--- src/rtl/sar_controller_sync.sv ---
// sar_controller_sync
// Clocked sequencer for an NBITS-bit differential capacitive SAR ADC.
// Drives sampling, DAC settling, comparator strobes and bit decisions,
// watches the comparator for timeouts, and presents each result through
// a valid/ready output register with overrun detection.
module sar_controller_sync #(
  parameter int NBITS      = 9,
  parameter int SAMP_CYC   = 4,
  parameter int SETTLE_CYC = 3,
  parameter int TMO_CYC    = 8
) (
  input  logic             CLK,
  input  logic             RST,
  input  logic             START,
  input  logic             ERRCLR,
  input  logic             COMPOUT,
  input  logic             CPb,
  input  logic             CNb,
  output logic             SAMP,
  output logic             COMPCLK,
  output logic             COMPCLKb,
  output logic [NBITS-1:0] S,
  output logic [NBITS-1:0] Sb,
  output logic [NBITS-1:0] SR,
  output logic [NBITS-1:0] SRb,
  output logic             BUSY,
  output logic             EOC,
  output logic [NBITS-1:0] DOUT,
  output logic             DVALID,
  input  logic             DREADY,
  output logic             TMOERR,
  output logic             OVR
);

  // One shared counter serves the sample window, settle delay and timeouts,
  // so it is sized for the largest of the three.
  localparam int CMAX_A = (SAMP_CYC > SETTLE_CYC) ? SAMP_CYC : SETTLE_CYC;
  localparam int CMAX   = (CMAX_A > TMO_CYC) ? CMAX_A : TMO_CYC;
  localparam int CW     = $clog2(CMAX + 1);

  localparam logic [CW-1:0] SAMP_LAST   = CW'(SAMP_CYC - 1);
  localparam logic [CW-1:0] SETTLE_LAST = CW'(SETTLE_CYC - 1);
  localparam logic [CW-1:0] TMO_LAST    = CW'(TMO_CYC - 1);

  localparam logic [NBITS-1:0] MASK_MSB = {1'b1, {(NBITS-1){1'b0}}};

  typedef enum logic [2:0] {
    ST_IDLE,
    ST_SAMPLE,
    ST_SETTLE,
    ST_COMPARE,
    ST_DECIDE,
    ST_XFER
  } state_t;

  state_t           state_reg;
  logic [NBITS-1:0] code_reg;
  logic [NBITS-1:0] mask_reg;
  logic [CW-1:0]    cnt_reg;
  logic             cmp_bit_reg;
  logic             samp_reg;
  logic             compclk_reg;
  logic             compclkb_reg;
  logic             busy_reg;
  logic             eoc_reg;
  logic [NBITS-1:0] dout_reg;
  logic             dvalid_reg;
  logic             tmoerr_reg;
  logic             ovr_reg;

  // Comparator lines are asynchronous to CLK: bit 2 = COMPOUT, 1 = CPb, 0 = CNb.
  localparam int NSYNC = 3;
  logic [NSYNC-1:0] async_in;
  logic [NSYNC-1:0] sync_out;
  logic             compout_s;
  logic             dec;

  assign async_in = {COMPOUT, CPb, CNb};

  genvar gi;
  generate
    for (gi = 0; gi < NSYNC; gi++) begin : g_sync
      logic meta_reg;
      logic sync_reg;
      // Two-flop synchronizer for one comparator line
      always_ff @(posedge CLK) begin
        if (RST) begin
          meta_reg <= 1'b0;
          sync_reg <= 1'b0;
        end else begin
          meta_reg <= async_in[gi];
          sync_reg <= meta_reg;
        end
      end
      assign sync_out[gi] = sync_reg;
    end
  endgenerate

  assign compout_s = sync_out[2];
  // Either pre-latch output going high means the comparator has resolved.
  assign dec       = sync_out[1] | sync_out[0];

  // Switch drivers are decoded straight from registered state, so they only
  // change on clock edges. The DAC is parked during IDLE and SAMPLE.
  logic [NBITS-1:0] trial;
  logic             sw_on;

  assign trial = code_reg | mask_reg;
  assign sw_on = (state_reg != ST_IDLE) && (state_reg != ST_SAMPLE);
  assign S     = sw_on ? trial  : '0;
  assign SR    = sw_on ? ~trial : '0;
  assign Sb    = ~S;
  assign SRb   = ~SR;

  assign SAMP     = samp_reg;
  assign COMPCLK  = compclk_reg;
  assign COMPCLKb = compclkb_reg;
  assign BUSY     = busy_reg;
  assign EOC      = eoc_reg;
  assign DOUT     = dout_reg;
  assign DVALID   = dvalid_reg;
  assign TMOERR   = tmoerr_reg;
  assign OVR      = ovr_reg;

  // Conversion FSM with registered strobes, result register and sticky flags
  always_ff @(posedge CLK) begin
    if (RST) begin
      state_reg    <= ST_IDLE;
      code_reg     <= '0;
      mask_reg     <= MASK_MSB;
      cnt_reg      <= '0;
      cmp_bit_reg  <= 1'b0;
      samp_reg     <= 1'b0;
      compclk_reg  <= 1'b0;
      compclkb_reg <= 1'b1;
      busy_reg     <= 1'b0;
      eoc_reg      <= 1'b0;
      dout_reg     <= '0;
      dvalid_reg   <= 1'b0;
      tmoerr_reg   <= 1'b0;
      ovr_reg      <= 1'b0;
    end else begin
      eoc_reg <= 1'b0;

      // Clearing comes first so that an error event later in this block wins.
      if (ERRCLR) begin
        tmoerr_reg <= 1'b0;
        ovr_reg    <= 1'b0;
      end

      // Consumer accept; an XFER in the same cycle overrides this below.
      if (dvalid_reg && DREADY) begin
        dvalid_reg <= 1'b0;
      end

      case (state_reg)
        ST_IDLE: begin
          if (START) begin
            state_reg <= ST_SAMPLE;
            code_reg  <= '0;
            mask_reg  <= MASK_MSB;
            cnt_reg   <= '0;
            samp_reg  <= 1'b1;
            busy_reg  <= 1'b1;
          end
        end

        ST_SAMPLE: begin
          if (cnt_reg == SAMP_LAST) begin
            state_reg <= ST_SETTLE;
            cnt_reg   <= '0;
            samp_reg  <= 1'b0;
          end else begin
            cnt_reg <= cnt_reg + CW'(1);
          end
        end

        ST_SETTLE: begin
          // Wait for the DAC to settle and for the comparator to have reset
          // from the previous strobe before strobing again.
          if ((cnt_reg >= SETTLE_LAST) && !dec) begin
            state_reg    <= ST_COMPARE;
            cnt_reg      <= '0;
            compclk_reg  <= 1'b1;
            compclkb_reg <= 1'b0;
          end else if (dec && (cnt_reg >= TMO_LAST)) begin
            // Comparator stuck in a decided state: flag it and carry on.
            tmoerr_reg   <= 1'b1;
            state_reg    <= ST_COMPARE;
            cnt_reg      <= '0;
            compclk_reg  <= 1'b1;
            compclkb_reg <= 1'b0;
          end else begin
            cnt_reg <= cnt_reg + CW'(1);
          end
        end

        ST_COMPARE: begin
          if (dec) begin
            cmp_bit_reg  <= compout_s;
            state_reg    <= ST_DECIDE;
            compclk_reg  <= 1'b0;
            compclkb_reg <= 1'b1;
          end else if (cnt_reg >= TMO_LAST) begin
            // No decision: treat as "trial too high" so the bit is dropped.
            tmoerr_reg   <= 1'b1;
            cmp_bit_reg  <= 1'b1;
            state_reg    <= ST_DECIDE;
            compclk_reg  <= 1'b0;
            compclkb_reg <= 1'b1;
          end else begin
            cnt_reg <= cnt_reg + CW'(1);
          end
        end

        ST_DECIDE: begin
          if (!cmp_bit_reg) begin
            code_reg <= code_reg | mask_reg;
          end
          mask_reg <= mask_reg >> 1;
          cnt_reg  <= '0;
          if (mask_reg[0]) begin
            state_reg <= ST_XFER;
          end else begin
            state_reg <= ST_SETTLE;
          end
        end

        ST_XFER: begin
          dout_reg   <= code_reg;
          dvalid_reg <= 1'b1;
          eoc_reg    <= 1'b1;
          if (dvalid_reg && !DREADY) begin
            ovr_reg <= 1'b1;
          end
          state_reg <= ST_IDLE;
          busy_reg  <= 1'b0;
        end

        default: begin
          state_reg    <= ST_IDLE;
          samp_reg     <= 1'b0;
          compclk_reg  <= 1'b0;
          compclkb_reg <= 1'b1;
          busy_reg     <= 1'b0;
        end
      endcase
    end
  end

endmodule

--- config.mk ---
export PLATFORM = sky130hd
export DESIGN_NAME = sar_controller_sync
export DESIGN_NICKNAME = d
export VERILOG_FILES = /design/src/rtl/sar_controller_sync.sv
export SDC_FILE = /design/constraint.sdc
export NUM_CORES = 1
export LEC_CHECK = 0
export CORE_MARGIN = 1
export CORE_UTILIZATION = 45
export CTS_CLUSTER_SIZE = 14
export DETAILED_ROUTE_END_ITERATION = 6
export GPL_TIMING_DRIVEN = 0
export PLACE_DENSITY_LB_ADDON = 0.25
export SETUP_SLACK_MARGIN = 0.3
export SLEW_MARGIN = 20
export SYNTH_ARGS = -nofsm -noshare
export SYNTH_HDL_FRONTEND = slang
export SYNTH_SLANG_ARGS = --single-unit
--- constraint.sdc ---
create_clock -name CLK -period 2.6 [get_ports CLK]
set_input_delay 0.52 -clock CLK [delete_from_list [all_inputs] [get_ports CLK]]
set_output_delay 0.52 -clock CLK [all_outputs]
set_load 0.05 [all_outputs]
==> metrics.txt, run 1 <==
crit path from=state_reg[1]$_SDFFE_PP0P_; distinct cell type count after synthesis=39; Hold WC Path Type=reg2reg; register bit total from synthesis=49; initial antenna violation count=0; drt drc=14; area share of the largest cell type after synthesis=0.460; max_slew headroom=0.378; RD Place Congestion=0.910; crit path kind=reg2out; reg-to-reg critical path startpoint=cnt_reg[0]$_SDFFE_PP0P_; Synth Net Count=278; Comb power frac=0.193; Crit. path cell count=4; Final Util=0.628; Synth area leaders=dfxtp_1 46%, nor2_1 7.6%, a22oi_1 7.0%, nand2_1 4.6%, a21oi_1 4.2%; cell taking the most area after synthesis=dfxtp_1; CP top delay family=buffers and inverters; mux cell area share after synthesis=0.00470; clock share of power=0.306; Ys Warns=0; final WL=5.27 mm; Ant. Diodes=0; slowest stage delay, CP=0.41 ns; Clock Pin Slew Worst Setup and Hold Paths=0.09 ns; Power Density=554 nW/um^2; FP Rows=24; FF-to-FF setup slack=0.50 ns; critical-path cell list=or2_2 -> buf_2 -> o21ai_1 -> clkdlybuf4s15_2; CP Capture Point=Sb[8]; Setup WS pre-CTS=-0.217 ns; Area Overhead vs Synth=30.9%; gr ovfl total=0; Syn Inst Count=268; routed vias=2071; WP buf/inv=2; Net Sw Frac=0.313; Clk Latency, worst-skew pair=0.30 ns; HPWL Detailed=3.72 mm; Synth Area in Adders=0.0117; XOR/XNOR Fraction of Synth Area=0.00822; initial core utilization=0.479; largest family of logic cells by synthesized area=simple AND/OR/NAND/NOR gates; most frequent cells in the layout=49 x dfxtp_1, 43 x nor2_1, 26 x nand2_1, 24 x clkdlybuf4s50_1, 22 x buf_2; GRT Resource Usage Total=0.227; largest net degree at the start of global routing=16; fill cell count=421; Worst Tran Pin Value=0.925 ns; LEAKAGE=0.00120 uW; IO Count=61; root buf cell=clkbuf_8; Avg Inst Size Synth=7.95 um^2; Resize count post-CTS=142; global-route wire length before repair=8.98 mm; ANT nets after route=0; Synth Area in Compound Gates=0.204; core area=4440 um^2; wire per inst=13.6 um; RSZ-0062 raised after global routing=false; register share of total power=0.502; crit end category=output port; r2r endpoint=cnt_reg[2]$_SDFFE_PP0P_; clk sinks=49; switching power=484 uW; final worst slack=0.372 ns; 1st-iter DRT viols=140; Hold Buf Count CTS=0; share of layout cells above drive strength 1=0.164; skew final=0.00471 ns; Placed Cells=380; die area=5010 um^2; CTS tree=done; DIE HEIGHT=70.8 um; most common cell after layout, fill and taps aside=dfxtp_1; Clock Tree Buf Depth=2; Setup Fix Bufs, Post-CTS=0; fin crit share=0.857; Buffers on Ports=60; DRT Pass-1 Iters=6; CTS H-tree depth=2; failing checks=DRC; Final Slew Violations=0; worst endpoint required time=2.08 ns; WHS=0.443 ns; Power Internal=1060 uW; fin nets=345; post-route total power=1540 uW; synthesized-area fraction occupied by and/or/nand/nor cells=0.236; crit path DAT=1.71 ns; Final min period=2.23 ns; total CTS buffers=5; Seq/Total Area, Yosys=0.460; f_max=449 MHz; status=complete, but fails checks; Via density=5.34; Max IR drop VDD=317 uV; CP Launch Type=flip-flop; final-report hold violation count=0; endpoints failing setup=0; Reg2Reg Depth=7; Die X=70.8 um; fin cells=388; Critical Path Fanout Max=9; number of global-route vias before repair=1861; Mapped Area=2130 um^2; max-cap check violation count=0; critical path's slowest cell=clkdlybuf4s15_2
## logic make-up (layout without fill, tap and decap cells)
group                      after synthesis  count (layout)
muxes                                    1               1
xor gates and xnor gates                 2               2
and+or+nand+nor                        108             108
AOI/OAI and AO/OA                       68              68
DFF                                     49              49
adders and majority gates                2               2
buffers and inverters                   38             106
## worst register-to-register path: stages, from the launching register on
cell	delay [ns]
dfxtp_1	0.36
ha_1	0.27
a2111o_1	0.48
and3_4	0.21
buf_6	0.12
or2_1	0.25
a22oi_1	0.23
nor2_1	0.06
## Yosys cell counts
| cell type | count |
|---|---|
| dfxtp_1 | 49 |
| nor2_1 | 43 |
| nand2_1 | 26 |
| inv_1 | 21 |
| a22oi_1 | 20 |
| a21oi_1 | 18 |
| o21ai_0 | 16 |
| clkbuf_1 | 11 |
| nand3_1 | 10 |
| nor2b_1 | 8 |
| nand2b_1 | 6 |
| nor3_1 | 4 |
| a2bb2oi_1 | 2 |
| a31oi_1 | 2 |
| buf_1 | 2 |
| buf_2 | 2 |
| buf_6 | 2 |
| ha_1 | 2 |
| nor4_1 | 2 |
| o21bai_1 | 2 |
| xnor2_1 | 2 |
| a2111o_1 | 1 |
| a211oi_1 | 1 |
| a21boi_0 | 1 |
| a21o_1 | 1 |
| a221oi_2 | 1 |
| and3_4 | 1 |
| mux2i_1 | 1 |
| nand4_1 | 1 |
| nor4_2 | 1 |
| nor4b_1 | 1 |
| o211ai_1 | 1 |
| o21ai_1 | 1 |
| o31ai_1 | 1 |
| or2_1 | 1 |
| or2_2 | 1 |
| or3_1 | 1 |
| or3b_2 | 1 |
| or4_1 | 1 |
## metal layers
metal	wire, um	global-route usage	up-vias
li1	-	-	1048
met1	2600	0.332	958
met5	0	0	-
met3	300	0.0427	5
met2	2320	0.343	60
met4	49	0.0622	0
## final cells by class
cell class                 instances  area, um^2  area share
multi-input combinational        181         990       0.355
sequential                        49         981       0.352
timing repair buffer              60         492       0.176
buffer                            17        86.3      0.0310
clock buffer                       6        82.6      0.0296
inverter                          21        78.8      0.0283
tap                               52        65.1      0.0233
clock inverter                     2        13.8     0.00493
## worst min path at each step
stage | from | end | slack (ns) | cells past startpoint
after global placement | g_sync[1].meta_reg$_SDFF_PP0_ | g_sync[1].sync_reg$_SDFF_PP0_ | 0.42 | 1
final | g_sync[0].meta_reg$_SDFF_PP0_ | g_sync[0].sync_reg$_SDFF_PP0_ | 0.44 | 1
after detailed placement | g_sync[0].meta_reg$_SDFF_PP0_ | g_sync[0].sync_reg$_SDFF_PP0_ | 0.42 | 1
after global routing | g_sync[2].meta_reg$_SDFF_PP0_ | compout_s$_SDFF_PP0_ | 0.46 | 1
after floorplan | g_sync[2].meta_reg$_SDFF_PP0_ | compout_s$_SDFF_PP0_ | 0.41 | 1
after CTS | g_sync[0].meta_reg$_SDFF_PP0_ | g_sync[0].sync_reg$_SDFF_PP0_ | 0.44 | 1
## power groups by stage
stage / combinational (uW) / sequential, uW / clock (uW)
6_report: 298 / 775 / 472
5_1_grt: 321 / 777 / 511
4_1_cts: 298 / 775 / 477
3_5_place_dp: 317 / 793 / 0
3_3_place_gp: 314 / 792 / 0
2_1_floorplan: 203 / 805 / 0
## metrics by stage
stage          TNS (ns)  cell area (um^2)
2_1_floorplan         0              2130
3_3_place_gp      -1.90              2800
6_report              0              2790
5_1_grt               0              2790
4_1_cts               0              2810
3_5_place_dp      -2.23              2800
No activity file was read; power rests on OpenSTA's default activity.
==> inputs of run 2 (changes only) <==
--- a/config.mk
+++ b/config.mk
@@ -11,7 +11,7 @@
 export DETAILED_ROUTE_END_ITERATION = 6
 export GPL_TIMING_DRIVEN = 0
 export PLACE_DENSITY_LB_ADDON = 0.25
-export SETUP_SLACK_MARGIN = 0.3
+export SETUP_SLACK_MARGIN = 0.5
 export SLEW_MARGIN = 20
 export SYNTH_ARGS = -nofsm -noshare
 export SYNTH_HDL_FRONTEND = slang
==> run 2 against run 1 <==
Effect of this change:
- the run now ends clean
- final area increased by 6.8%
- clock skew hardly changed
- critical endpoint is now SR[7]
- via count is 1.4% higher
- highest routed layer unchanged
- worst hold slack gained 0.0018 ns
- largest cell class unchanged
- utilization increased by 4.3 points
- global-route usage increased by 0.25 points
- critical path depth grew 2
- count of clock-buffer cells in the layout decreased by 1
- die area is the same
- power rose by 0.36%
==> metrics.txt, run 2 (synthesis gave the netlist of run 1 again) <==
status=finished, final reports clean; fin crit share=0.795 (-0.0613); WHS=0.445 ns (+0.00176 ns); clk sinks=49 (unchanged); Worst Tran Pin Value=0.591 ns (-0.334 ns); DRT Pass-1 Iters=7 (+1); Critical Path Fanout Max=5 (-4); routed vias=2100 (+1.4%); ANT nets after route=0 (unchanged); critical-path cell list=or2_4 -> buf_8 -> clkbuf_16 -> nand2_4 -> clkinvlp_4 -> buf_4; root buf cell=clkbuf_8; IO Count=61 (unchanged); fill cell count=378 (-10%); CP Launch Type=flip-flop; placement-stage cell area=2910 um^2 (+3.9%); skew final=0.00461 ns (-0.0000975 ns); r2r endpoint=cnt_reg[2]$_SDFFE_PP0P_; DIE HEIGHT=70.8 um (unchanged); Buffers on Ports=60 (unchanged); Design Area, Final=2980 um^2 (+6.8%); 1st-iter DRT viols=147 (+5.0%); Sequential Area=985 um^2 (+0.38%); final-report hold violation count=0 (unchanged); Area Overhead vs Synth=39.8%; slowest stage delay, CP=0.37 ns (-0.04 ns); max_slew headroom=0.603 (+0.225); RD Place Congestion=0.868 (-4.6%); crit end category=output port; Hold WC Path Type=reg2reg; Clk Latency, worst-skew pair=0.30 ns (about the same); CTS H-tree depth=2 (unchanged); total CTS buffers=5 (unchanged); share of layout cells above drive strength 1=0.231 (+0.0671); critical hold path startpoint=g_sync[1].meta_reg$_SDFF_PP0_; multi-input logic area=1070 um^2 (+8.6%); number of global-route vias before repair=1845 (-0.86%); GRT Resource Usage Total=0.230 (+0.00254); die area=5010 um^2 (unchanged); initial core utilization=0.479 (unchanged); fin nets=349 (+1.2%); Clock Pin Slew Worst Setup and Hold Paths=0.08 ns (about the same); Power Density=520 nW/um^2 (-6.0%); largest net degree at the start of global routing=14 (-2); Clock Tree Buf Depth=2 (unchanged); Min-Delay Endpoint=g_sync[1].sync_reg$_SDFF_PP0_; most frequent cells in the layout=48 x dfxtp_1, 43 x nor2_1, 23 x clkdlybuf4s50_1, 20 x a22oi_1; Final min period=2.07 ns (-0.159 ns); crit path kind=reg2out; Die X=70.8 um (unchanged); LEAKAGE=0.00118 uW (-1.8%); drt drc=0 (-14); most common cell after layout, fill and taps aside=dfxtp_1; reg-to-reg critical path startpoint=cnt_reg[1]$_SDFFE_PP0P_; FF-to-FF setup slack=0.58 ns (+0.08 ns); gr ovfl total=0 (unchanged); FP Rows=24 (unchanged); critical path's slowest cell=dfxtp_4; HPWL Detailed=3.82 mm (+2.7%); Via density=5.38 (+0.88%); global-route wire length before repair=9.02 mm (+0.47%); wire per inst=14.0 um (+3.1%); Max IR drop VDD=344 uV (+8.3%); final WL=5.46 mm (+3.6%); Hold Crit Depth=1 (unchanged); endpoints failing setup=0 (unchanged); initial antenna violation count=0 (unchanged); Final Slew Violations=0 (unchanged); post-route total power=1550 uW (+0.36%); core area=4440 um^2 (unchanged); crit path DAT=1.55 ns (-0.16 ns); f_max=484 MHz (+7.7%); RSZ-0062 raised after global routing=false; Reg2Reg Depth=7 (unchanged); worst endpoint required time=2.08 ns (about the same); Ant. Diodes=0 (unchanged); max-cap check violation count=0 (unchanged); CTS tree=done
-- run 2: cell count changes in the layout (fill, tap and decap cells not counted), sizes merged --
cell / previous run / this run
inv: 21 / 12
dlymetal6s2s: 0 / 1
clkbuf: 20 / 16
clkdlybuf4s50: 24 / 23
clkinv: 2 / 1
buf: 28 / 46
clkinvlp: 0 / 9
clkdlybuf4s15: 11 / 0
-- run 2: what timing repair did --
| action | CTS | global route |
|---|---|---|
| hold buffers | 0 | 0 |
| endpoints found under the setup margin | 36 | 27 |
| gates cloned | 2 | 0 |
| gates resized for setup | 201 | 23 |
| pin swaps | 0 | 0 |
| setup buffers | 0 | 2 |
-- run 2: where the power goes --
part | total [uW] | internal, uW | leakage, uW | switching [uW]
logic | 366 | 124 | 0.000740 | 242
clock network | 410 | 177 | 0.0000399 | 232
registers | 775 | 764 | 0.000398 | 11.0
total | 1550 | 1070 | 0.00118 | 485
-- run 2: how the worst max path moves through the flow --
| stage | start | endpoint | slack (ns) | cells past startpoint |
|---|---|---|---|---|
| 5_1_grt | state_reg[1]$_SDFFE_PP0P_ | SR[7] | 0.50 | 6 |
| 4_1_cts | state_reg[1]$_SDFFE_PP0P_ | S[7] | 0.50 | 6 |
| 3_3_place_gp | state_reg[1]$_SDFFE_PP0P_ | S[7] | -0.16 | 6 |
| 6_report | state_reg[1]$_SDFFE_PP0P_ | SR[7] | 0.53 | 6 |
| 2_1_floorplan | state_reg[1]$_SDFFE_PP0P_ | S[4] | 0.30 | 4 |
| 3_5_place_dp | state_reg[1]$_SDFFE_PP0P_ | S[7] | -0.18 | 6 |
-- run 2: critical path, delay by kind of cell, from the launching register on --
kind,cells,cell delay [ns]
DFF,1,0.37
and+or+nand+nor,2,0.34
buffers and inverters,4,0.54
-- run 2: cell type report --
class,count,area share
Multi-Input combinational cell,181,0.361
Inverter,21,0.0378
Clock buffer,5,0.0231
Clock inverter,1,0.00168
Timing Repair Buffer,64,0.186
Tap cell,52,0.0218
Sequential cell,49,0.331
Buffer,17,0.0378
-- run 2: metal layers --
metal  routed length, um  GRT usage  vias up
met3                 321     0.0484       11
met4                 121     0.0867        0
met2                2490      0.354       59
li1                    -          -     1047
met5                   0          0        -
met1                2530      0.317      983
-- run 2: through the flow --
stage | setup WS (ns) | utilization | std cells | setup TNS [ns]
floorplan | 0.302 | - | 268 | 0
global placement | -0.160 | 0.654 | 380 | -1.75
detailed placement | -0.177 | 0.654 | 380 | -2.07
CTS | 0.498 | 0.669 | 388 | 0
global route | 0.497 | 0.670 | 390 | 0
finish | 0.532 | 0.670 | 390 | 0
